File: config.mk
export PLATFORM = sky130hd
export DESIGN_NAME = uart_rx
export DESIGN_NICKNAME = d
export VERILOG_FILES = /design/src/rtl/uart_rx.sv
export SDC_FILE = /design/constraint.sdc
export NUM_CORES = 1
export LEC_CHECK = 0
export BUFFER_PORTS_ARGS = -buffer_cell sky130_fd_sc_hd__buf_2
export CELL_PAD_IN_SITES_DETAIL_PLACEMENT = 1
export CELL_PAD_IN_SITES_GLOBAL_PLACEMENT = 2
export CORE_ASPECT_RATIO = 1.75
export CORE_MARGIN = 2
export CORE_UTILIZATION = 39
export DETAILED_ROUTE_END_ITERATION = 8
export PLACE_DENSITY_LB_ADDON = 0.2
export SYNTH_ARGS = -nofsm -noshare
export SYNTH_HDL_FRONTEND = slang
export SYNTH_SLANG_ARGS = --single-unit
File: constraint.sdc
create_clock -name clk -period 3.1 [get_ports clk]
set_input_delay 0.62 -clock clk [delete_from_list [all_inputs] [get_ports clk]]
set_output_delay 0.62 -clock clk [all_outputs]
set_load 0.02 [all_outputs]
File: src/rtl/uart_rx.sv
// UART receiver: 2-flop synchronised rx, mid-bit sampling, LSB-first 8N1-style frame.
// Latency: done/frame_err pulse one cycle after the mid-stop sample; no backpressure, new frames overwrite data.
module uart_rx #(
   parameter int DATA_WIDTH   = 8,
   parameter int CLKS_PER_BIT = 5208
) (
   input  logic                  clk,
   input  logic                  rst,
   input  logic                  rx_en,
   input  logic                  rx,
   output logic [DATA_WIDTH-1:0] data,
   output logic                  done,
   output logic                  busy,
   output logic                  frame_err
);

   localparam int CNT_W = $clog2(CLKS_PER_BIT);
   localparam int IDX_W = (DATA_WIDTH > 1) ? $clog2(DATA_WIDTH) : 1;
   localparam logic [CNT_W-1:0] HALF_M1  = CNT_W'((CLKS_PER_BIT >> 1) - 1);
   localparam logic [CNT_W-1:0] FULL_M1  = CNT_W'(CLKS_PER_BIT - 1);
   localparam logic [IDX_W-1:0] LAST_IDX = IDX_W'(DATA_WIDTH - 1);

   typedef enum logic [1:0] {
      IDLE  = 2'd0,
      START = 2'd1,
      DATA  = 2'd2,
      STOP  = 2'd3
   } state_t;

   state_t                state;
   state_t                state_next;
   logic                  rx_meta;
   logic                  rx_s;
   logic [CNT_W-1:0]      cnt;
   logic [IDX_W-1:0]      bit_idx;
   logic [DATA_WIDTH-1:0] shreg;
   logic                  half_tick;
   logic                  full_tick;

   // Both flops reset high so a reset never looks like a start edge.
   always_ff @(posedge clk) begin
      if (rst) begin
         rx_meta <= 1'b1;
         rx_s    <= 1'b1;
      end else begin
         rx_meta <= rx;
         rx_s    <= rx_meta;
      end
   end

   assign half_tick = (cnt == HALF_M1);
   assign full_tick = (cnt == FULL_M1);

   always_ff @(posedge clk) begin
      if (rst) begin
         state <= IDLE;
      end else begin
         state <= state_next;
      end
   end

   always_comb begin
      state_next = state;
      case (state)
         IDLE:  if (rx_en && !rx_s) state_next = START;
         START: if (half_tick) state_next = rx_s ? IDLE : DATA;
         DATA:  if (full_tick && (bit_idx == LAST_IDX)) state_next = STOP;
         STOP:  if (full_tick) state_next = IDLE;
         default: state_next = IDLE;
      endcase
   end

   always_comb begin
      busy = (state != IDLE);
   end

   // Counter restarts on every state change and at each full-bit sample inside DATA.
   always_ff @(posedge clk) begin
      if (rst) begin
         cnt       <= '0;
         bit_idx   <= '0;
         shreg     <= '0;
         data      <= '0;
         done      <= 1'b0;
         frame_err <= 1'b0;
      end else begin
         done      <= 1'b0;
         frame_err <= 1'b0;
         if ((state_next != state) || full_tick) begin
            cnt <= '0;
         end else if (state != IDLE) begin
            cnt <= cnt + CNT_W'(1);
         end
         case (state)
            START: begin
               if (half_tick && !rx_s) bit_idx <= '0;
            end
            DATA: begin
               if (full_tick) begin
                  shreg[bit_idx] <= rx_s;
                  bit_idx        <= bit_idx + IDX_W'(1);
               end
            end
            STOP: begin
               if (full_tick) begin
                  if (rx_s) begin
                     data <= shreg;
                     done <= 1'b1;
                  end else begin
                     frame_err <= 1'b1;
                  end
               end
            end
            default: ;
         endcase
      end
   end

endmodule

==> run summary <==
Headroom to the max-slew limit came out at approximately 32%. The post-synthesis cell type count came out at 41. The number of violations of the max-capacitance limit is 0.

The total leakage power is approximately 0.74 nW. The number of antenna violations at the first check in global routing came out at 0. The average footprint of a synthesized cell is between 9 and 10 um^2. The floorplan step defined a die boundary enclosing roughly 0.0052 mm^2. The site row count came out at 32. The placeable core region is approximately 0.0044 mm^2. The area fraction of the dominant cell type after synthesis came out at 42.5%.

After synthesis, the most frequently instantiated cells are 38 x sky130_fd_sc_hd__dfxtp_1, 18 x sky130_fd_sc_hd__nor2_1, 11 x sky130_fd_sc_hd__nand2_1, 11 x sky130_fd_sc_hd__nand2b_1. The largest single stage delay on the critical path is 0.56 ns. The post-synth design cell area is 0.00179 mm^2.

The total power per unit cell area came out at 453 mW/mm^2. The post-synthesis cell type with the largest combined area is sky130_fd_sc_hd__dfxtp_1. The vias after detailed routing came out at about 1400. Setup repair after global routing left no endpoint under its margin. Counting every net in the synthesized netlist gives approximately 200. 15 I/O pins were placed.

The total length of routed wires is about 4300 um. The cell count after synthesis is about 190. The final layout contains between 200 and 250 nets. The worst setup slack after layout is approximately 1.1 ns. Derived from the worst setup path, the maximum achievable clock frequency is between 400 and 500 MHz.

The final weighted congestion of routability-driven global placement is 0.731. The sequential fraction of the synthesis area came out at 42.5%. The count of synthesis-stage warnings from yosys is 0.

The via count of the first global-routing pass was 1471. The number of port buffers came out at 14. sky130_fd_sc_hd__dfxtp_1 is the most common cell in the netlist. The clock latency on the worst-skew pair came out at between 0.2 and 0.3 ns. The initial detailed-routing violation count came out at 11. For the worst flop-to-flop path, the logic depth is 5. The number of slew-limit violations in the final report is 0. Counting instances, the worst hold path has a depth of 1.

The clock-pin transition on the worst setup and hold timing paths came out at 0.07 ns. The critical path arrival came out at around 2.2 ns. The post-placement setup slack came out at 1.01 ns. The first-pass GRT wire length came out at 7070 um.

The critical path's slowest cell is sky130_fd_sc_hd__o211ai_1. Synthesis inferred 38 register bits. The number of post-CTS setup repair buffers came out at 0. TritonCTS built the clock tree. The min-delay analysis places its worst path in the category reg -> reg. The clock tree buffer depth came out at 2. The global route total overflow came out at 0. Using the TritonRoute via totals, the vias-per-cell ratio works out to between 5 and 6. The final setup violation count came out at 0. STA classifies the critical path endpoint as a register. Measured along the y axis, the die boundary spans ~94 um. The final design area excluding fillers is 0.00193 mm^2. For this run, the leading register cell type out of synthesis is sky130_fd_sc_hd__dfxtp_1. Clock skew on the completed layout was measured at roughly 0.0039 ns.

The dominant delay contributor by cell family on the critical path is simple AND/OR/NAND/NOR gates. The root cell of the clock tree is sky130_fd_sc_hd__clkbuf_8. The count of final hold-check violations came out at 0. The cell count after placement is approximately 250. The maximum ir drop on the vdd rail came out at 0.000301 V.

The CTS buffer count came out at 5. The number of enable flip-flop cells after synthesis is 0. The final period utilization came out at about two thirds. Cells with a size suffix above 1 make up between 10 and 15% of the layout. The critical path goes through ha_1 -> nor3b_4 -> nand4_2 -> o211ai_1 -> nor2_1. The HPWL after detailed placement is around 3200 um. The data required time of the worst path is between 3 and 4 ns. The pre-antenna-repair detailed-routing pass consisted of 4 iterations.

The number of levels in the clock H-tree came out at 2. The worst path needs slightly above 2 ns of the cycle, external delays included. CTS saw 38 sinks. The proportion of synthesized flip-flops having asynchronous set or reset came out at 0%. The combined global-route utilization of all metal layers came out at 19.1%. The hold buffer count at cts came out at 0. In this run the worst path has a maximum fanout of 14. After clock tree synthesis, the repair step resized 0 gates.

The run finished with clean final reports. The count of nets left with antenna violations once routing finished came out at 0. The slew at the pin closest to its max-slew limit is approximately 1 ns. The path length in cells of the critical path is 5. The category of the critical setup timing path is reg -> reg.

The worst path buffer plus inverter count is 0. Entering global routing, the biggest net connects 27 pins. The DRC violations left is 0.

Compared with the post-synthesis result, the final layout area differs by 8.05%. The number of standard cells in the layout, taps in and fillers out came out at 251. The starting utilization of the core area came out at about 40%. The total negative setup slack came out at 0 ns.

Dividing the detail-routed wire length by the instance count gives approximately 17 um. The worst setup path is launched from a register. Yosys attributes the largest share of cell area to sky130_fd_sc_hd__dfxtp_1 43%, sky130_fd_sc_hd__mux2i_1 4.5%, sky130_fd_sc_hd__nand2b_1 3.8%, sky130_fd_sc_hd__nor2_1 3.8%, sky130_fd_sc_hd__xor2_1 3.4%.

The final antenna diode count came out at 0. The die extent in x is around 55 um. In this run the cell area measured after placement is ~0.0018 mm^2.
==> placed cells by master, fill, tap and decap left out, types with 3 or more instances in the layout <==
master	count
sky130_fd_sc_hd__dfxtp_1	38
sky130_fd_sc_hd__nor2_1	18
sky130_fd_sc_hd__buf_2	14
sky130_fd_sc_hd__nand2b_1	11
sky130_fd_sc_hd__nand2_1	11
sky130_fd_sc_hd__nor2b_1	9
sky130_fd_sc_hd__o21ai_0	9
sky130_fd_sc_hd__mux2i_1	8
sky130_fd_sc_hd__nand3_1	8
sky130_fd_sc_hd__o21ai_1	8
sky130_fd_sc_hd__xor2_1	7
sky130_fd_sc_hd__a21oi_1	6
sky130_fd_sc_hd__clkbuf_8	6
sky130_fd_sc_hd__nand4_1	5
sky130_fd_sc_hd__xnor2_1	5
sky130_fd_sc_hd__and4_1	3
sky130_fd_sc_hd__nor4_1	3
sky130_fd_sc_hd__ha_1	3
==> logic make-up (layout without fill, tap and decap cells) <==
group,count (synthesis),in the layout,share of synthesized area (%)
AO/OA/AOI/OAI,28,28,8.89
adder cells (fa/ha/maj),3,3,2.10
buffers and inverters,16,22,4.48
multiplexers,8,8,4.48
flip-flops,38,38,42.5
AND/OR/NAND/NOR,89,89,31.6
XOR/XNOR,12,12,5.88
==> report_power, final <==
group          switching (mW)  internal [mW]
Combinational          0.0210         0.0129
Sequential            0.00719          0.493
Clock                   0.170          0.172
Total                   0.198          0.678
==> per-layer routing <==
metal  global-route usage (%)  vias to the layer above  share of wire, %
met3                     3.83                        5               1.9
met1                     18.5                      705                37
met2                     36.8                       15                59
li1                         -                      692                 -
met4                     6.71                        0               1.5
met5                        0                        -                 0
==> final timing paths <==
kind                                            end  slack (ns)                 from
worst max-delay path            cnt[9]$_SDFFE_PP0P_        1.06  cnt[0]$_SDFFE_PP0P_
worst min-delay path                rx_s$_SDFF_PP1_        0.42   rx_meta$_SDFF_PP1_
worst max register to register  cnt[9]$_SDFFE_PP0P_        1.06  cnt[0]$_SDFFE_PP0P_
worst min register to register      rx_s$_SDFF_PP1_        0.42   rx_meta$_SDFF_PP1_
==> metrics by stage <==
step / total power, mW / util, % / hold WS (ns)
finish: 0.876 / 43.9 / 0.418
global route: 0.907 / 43.9 / 0.428
CTS: 0.884 / 43.9 / 0.420
detailed placement: 0.546 / 42.0 / 0.404
global placement: 0.544 / 42.0 / 0.400
floorplan: 0.538 / - / 0.389
==> sequential cells by signal, summed over array words and instances (netlist names) <==
register,cells
data,8
bit_idx,3
cnt,13
rx_s,1
shreg,8
state,2
rx_meta,1
done,1
frame_err,1
==> cell type report <==
| class | instances | area [um^2] |
|---|---|---|
| fillers | 527 | 2470 |
| multi-input cells | 140 | 947 |
| flip-flops and latches | 38 | 761 |
| clock buffers | 6 | 82.6 |
| repair buffers | 14 | 70.1 |
| well taps | 51 | 63.8 |
| inverters | 2 | 7.51 |
No activity file was read; power rests on OpenSTA's default activity.
